[src/rtl/store_data_forward_tracker.sv]
// store_data_forward_tracker
//
// Tracks the last DEPTH producers that have left stage 3 and picks the youngest one
// whose rd matches the rs2 of a store currently in stage 3. That producer supplies the
// store data. If it is a load still in stage 4 and its data has not arrived yet, the
// unit stalls instead. It also keeps a saturating count of forwards actually consumed.
//
// Ports:
//   CLK, RESET          clock; synchronous active-high reset
//   PIPE_ADVANCE        pipeline shifts one stage this cycle
//   FLUSH               drop all history (branch/jump flush)
//   PRODUCER_*          rd / write-enable / is-load of the instruction leaving stage 3
//   CONSUMER_REG_ADDR2  rs2 of the stage-3 instruction
//   CONSUMER_MEM_WRITE  stage-3 instruction is a store
//   LOAD_DATA_VALID     stage-4 load data is available this cycle
//   FWD_SEL             0 = no forward, k = forward from history slot k-1
//   FWD_VALID           forwarding active this cycle
//   STALL               store data not yet available; hold stage 3 and earlier
//   FWD_COUNT           saturating count of consumed forwards

module store_data_forward_tracker #(
    parameter int unsigned ADDR_W = 5,
    parameter int unsigned DEPTH  = 3,
    parameter int unsigned SEL_W  = 2,
    parameter int unsigned CNT_W  = 16
) (
    input  logic              CLK,
    input  logic              RESET,
    input  logic              PIPE_ADVANCE,
    input  logic              FLUSH,
    input  logic [ADDR_W-1:0] PRODUCER_REG_ADDR,
    input  logic              PRODUCER_WRITE_EN,
    input  logic              PRODUCER_IS_LOAD,
    input  logic [ADDR_W-1:0] CONSUMER_REG_ADDR2,
    input  logic              CONSUMER_MEM_WRITE,
    input  logic              LOAD_DATA_VALID,
    output logic [SEL_W-1:0]  FWD_SEL,
    output logic              FWD_VALID,
    output logic              STALL,
    output logic [CNT_W-1:0]  FWD_COUNT
);

    // Slot 0 is the youngest producer (now in stage 4).
    logic [DEPTH-1:0]  slot_valid_q;
    logic [ADDR_W-1:0] slot_addr_q [DEPTH];
    logic [DEPTH-1:0]  slot_load_q;
    logic [CNT_W-1:0]  fwd_count_q;

    logic [DEPTH-1:0]  hit;
    logic              found;
    logic [SEL_W-1:0]  win_sel;
    logic              win_pending;

    // History shift register.
    always_ff @(posedge CLK) begin
        if (RESET) begin
            slot_valid_q <= '0;
            slot_load_q  <= '0;
            for (int k = 0; k < int'(DEPTH); k++) begin
                slot_addr_q[k] <= '0;
            end
        end else if (FLUSH) begin
            // Flush wins over advance: the incoming producer is dropped too.
            slot_valid_q <= '0;
        end else if (PIPE_ADVANCE) begin
            for (int k = 1; k < int'(DEPTH); k++) begin
                slot_valid_q[k] <= slot_valid_q[k-1];
                slot_addr_q[k]  <= slot_addr_q[k-1];
                slot_load_q[k]  <= slot_load_q[k-1];
            end
            // Writes to x0 never produce forwardable data.
            slot_valid_q[0] <= PRODUCER_WRITE_EN && (PRODUCER_REG_ADDR != '0);
            slot_addr_q[0]  <= PRODUCER_REG_ADDR;
            slot_load_q[0]  <= PRODUCER_IS_LOAD;
        end
    end

    // Forward event counter, saturating.
    always_ff @(posedge CLK) begin
        if (RESET) begin
            fwd_count_q <= '0;
        end else if (!FLUSH && PIPE_ADVANCE && FWD_VALID && (fwd_count_q != '1)) begin
            fwd_count_q <= fwd_count_q + 1'b1;
        end
    end

    // Youngest-match selection.
    always_comb begin
        hit         = '0;
        found       = 1'b0;
        win_sel     = '0;
        win_pending = 1'b0;
        for (int k = 0; k < int'(DEPTH); k++) begin
            hit[k] = CONSUMER_MEM_WRITE && slot_valid_q[k] &&
                     (slot_addr_q[k] == CONSUMER_REG_ADDR2) && (CONSUMER_REG_ADDR2 != '0);
            if (hit[k] && !found) begin
                found   = 1'b1;
                win_sel = SEL_W'(k + 1);
                // Only the stage-4 slot can still be waiting on memory; older loads
                // have already captured their data.
                win_pending = (k == 0) && slot_load_q[0] && !LOAD_DATA_VALID;
            end
        end
    end

    always_comb begin
        FWD_SEL   = '0;
        FWD_VALID = 1'b0;
        STALL     = 1'b0;
        if (!RESET && found) begin
            FWD_SEL   = win_sel;
            FWD_VALID = !win_pending;
            STALL     = win_pending;
        end
    end

    assign FWD_COUNT = fwd_count_q;

endmodule

[config.mk]
export PLATFORM = sky130hd
export DESIGN_NAME = store_data_forward_tracker
export DESIGN_NICKNAME = d
export VERILOG_FILES = /design/src/rtl/store_data_forward_tracker.sv
export SDC_FILE = /design/constraint.sdc
export NUM_CORES = 1
export LEC_CHECK = 0
export CAP_MARGIN = 20
export CORE_ASPECT_RATIO = 1.5
export CORE_MARGIN = 8
export CORE_UTILIZATION = 30
export CTS_BUF_LIST = sky130_fd_sc_hd__clkbuf_2 sky130_fd_sc_hd__clkbuf_4 sky130_fd_sc_hd__clkbuf_8
export DETAILED_ROUTE_END_ITERATION = 10
export GPL_TIMING_DRIVEN = 0
export PLACE_DENSITY_LB_ADDON = 0.05
export SETUP_SLACK_MARGIN = 0.02
export SLEW_MARGIN = 20
export SYNTH_ARGS = -nofsm -noshare
export SYNTH_HDL_FRONTEND = slang
export SYNTH_SLANG_ARGS = --single-unit
export TNS_END_PERCENT = 30
[constraint.sdc]
create_clock -name CLK -period 3.49 [get_ports CLK]
set_clock_uncertainty 0.2 [all_clocks]
set_input_delay 0.698 -clock CLK [delete_from_list [all_inputs] [get_ports CLK]]
set_output_delay 0.698 -clock CLK [all_outputs]
set_load 0.1 [all_outputs]
==> flow_summary.ini <==
[drt]
firstDrtPassIters = 4
dr.first_iter.drc_count = 63
ant_nets = 0
totalWireLength_mm = 5.42
drc = 0
wl_per_cell_um = 17.0
routed_via_density = 5.33
vias = 1701

[yosys]
synthArstFlopShare_pct = 0
ys_warn_count = 0
synth.avg_cell_area_um2 = 9.53
synthesis.area_um2 = 1880
yosys.cell_count.top_type = dfxtp_1
syn_nets = 216
synth_top_flop_cell = dfxtp_1
synth_area_leader_cell = edfxtp_1
synth_cell_types = 38
synth-seq-area-share_pct = 45.3
synth_area_leaders = edfxtp_1 (24%), dfxtp_1 (21%), xnor2_1 (6.5%), and3_1 (5.7%), or4_1 (4.0%)
yosys_register_bits = 35
netlist_instances = 197
synth_common_cells = dfxtp_1 (20), and3_1 (17), nand2_1 (17)
synth-edff-count = 15
synth_top_area_share_pct = 24.0

[timing]
finalCritPeriodShare_pct = 97.5
hold_violations = 0
setup_viol = 0
max_freq_mhz = 294
layout_min_cycle_time_ns = 3.40
slew_viol_final = 0
worst_pin_slew_ns = 0.971
max_slew_margin_pct = 35.1
rsz0062_at_grt = false

[power]
p_per_area_nw_per_um2 = 357
vdd_drop_max_mv = 0.169
leakagePower_nw = 0.882
report.power.total_uw = 900

[cells_and_area]
diodes = 0
finalInstanceArea_um2 = 2520
fillCellCount = 632
nets = 263
drive_above_1_share_pct = 12.7
syn_to_final_growth_pct = 34.2

[cts]
ctsHtreeMaxLevel = 2
cts_root_buffer = clkbuf_8
postCtsHoldBufs = 0
clkSinkCount = 35
clockBufferDepth = 2
cts_buffers = 5
clk_pin_slew_ns = 0.08
insertion_delay_ns = 0.29
cts_tree = done

[grt]
globalRouteOverflowTotal = 0
grt_pass1_wl_mm = 8.90
antenna_found_initial = 0
track_usage_pct = 12.4
grt_pass1_vias = 1845
grt_max_degree = 19

[die]
die_w_um = 80.6
core_um2 = 6090
dieHeight_um = 113
start_util_pct = 30.9
fp-row-count = 35
dieArea_um2 = 9100
ios = 38

[worst_setup_path]
crit_chain = dlygate4sd2_1 -> or4_4 -> o21ai_4 -> buf_4 -> nor4_4 -> buf_4 -> nor3_4 -> buf_12
slowest_delay_ns = 0.59
rr_worst_depth = 8
start_kind = primary input
cp-startpoint = CONSUMER_REG_ADDR2[4]
end_kind = primary output
worstReg2RegStart = FWD_COUNT[0]$_SDFFE_PP0P_
cp_max_fo = 4
slowest_stage = or4_4
crit_type = in -> out
required_ns = 2.59
arrival_ns = 2.51
r2r_end = FWD_COUNT[5]$_SDFFE_PP0P_
ff2ff_setup_slack_ns = 0.85
crit_top_cell = buf_4

[place]
portBuffers = 37
placed_cell_area_um2 = 2360
gp_congestion = 0.740
place_hpwl_mm = 4.08

[job]
cap_violations = 0

[hold_path]
min_path_cells = 2
holdPathEnd = slot_load_q[0]$_SDFFE_PP0P_
worstHoldPathType = reg -> reg
hp-start = slot_load_q[0]$_SDFFE_PP0P_

[outcome]
status = finished, final reports clean
kinds of logic after synthesis:
logic type / Yosys count / synth area share [%]
muxes: 5 / 2.86
and+or+nand+nor: 97 / 29.5
buffers and inverters: 12 / 2.60
AOI/OAI and AO/OA: 32 / 12.1
adders and majority gates: 1 / 0.666
DFF: 35 / 45.3
xor gates and xnor gates: 15 / 7.00
where the power goes:
group / switching (mW) / total, mW / internal [mW]
logic: 0.0419 / 0.0788 / 0.0369
clock network: 0.164 / 0.373 / 0.209
registers: 0.00760 / 0.448 / 0.440
final cells by class:
| type | count | area, µm² | area share, % |
|---|---|---|---|
| clock inverters | 3 | 38.8 | 1.54 |
| well taps | 74 | 92.6 | 3.67 |
| multi-input cells | 150 | 1020 | 40.6 |
| inverters | 3 | 11.3 | 0.447 |
| flip-flops and latches | 35 | 851 | 33.7 |
| repair buffers | 41 | 394 | 15.6 |
| plain buffers | 8 | 40.0 | 1.59 |
| clock buffers | 5 | 68.8 | 2.73 |
repair_timing:
item                                    CTS  global route
pin swaps                                 4             3
buffers inserted                          4             0
resized for setup                        35             5
endpoints found under the setup margin    4             2
sequential cells by signal, summed over array words and instances (netlist names):
signal and count:
slot_addr_q 15, slot_load_q 1, slot_valid_q 3, FWD_COUNT 16
per-stage QoR:
| step | setup slack [ns] | TNS (ns) | util (%) | hold slack (ns) | cells |
|---|---|---|---|---|---|
| final | 0.0858 | 0 | 41.4 | 0.265 | 319 |
| after global routing | 0.0253 | 0 | 41.4 | 0.298 | 319 |
| after CTS | 0.0266 | 0 | 41.2 | 0.268 | 319 |
| after detailed placement | -1.53 | -5.31 | 38.7 | 0.256 | 308 |
| after global placement | -1.55 | -5.65 | 38.7 | 0.252 | 308 |
| after floorplan | -0.127 | -0.127 | - | 0.234 | 197 |
worst max-delay path, delay by kind of cell:
kind / cells / cell delay (ns)
simple gates: 3 / 0.77
compound gates: 1 / 0.22
buf+inv: 4 / 0.82
layout by cell type, fill, tap and decap left out, drive strengths merged, types with 3 or more instances in the layout:
master	count
clkdlybuf4s50	28
and3	17
or3	5
xnor2	14
nand4	9
nand3	6
a21oi	9
buf	10
nor3	9
o31ai	8
nand2b	4
or4	11
dfxtp	20
mux2	3
o21ai	4
clkbuf	11
nor2	8
nor2b	4
dlygate4sd2	5
inv	3
edfxtp	15
nor4	5
nand2	17
layer usage:
| metal | global-route usage, % | share of wire, % | up-vias |
|---|---|---|---|
| met5 | 0 | 0 | - |
| met4 | 5.24 | 1.5 | 0 |
| met1 | 12.3 | 38 | 816 |
| met2 | 23.0 | 55 | 35 |
| met3 | 2.94 | 4.8 | 7 |
| li1 | - | - | 843 |
worst max-delay path by stage:
stage	to	slack, ns	cells past startpoint
after CTS	FWD_VALID	0.03	8
after global placement	FWD_VALID	-1.55	9
final	FWD_VALID	0.09	8
after detailed placement	FWD_VALID	-1.53	9
after floorplan	FWD_SEL[1]	-0.13	4
after global routing	FWD_VALID	0.03	8
Note: power is estimated with default switching activity, not from simulation.
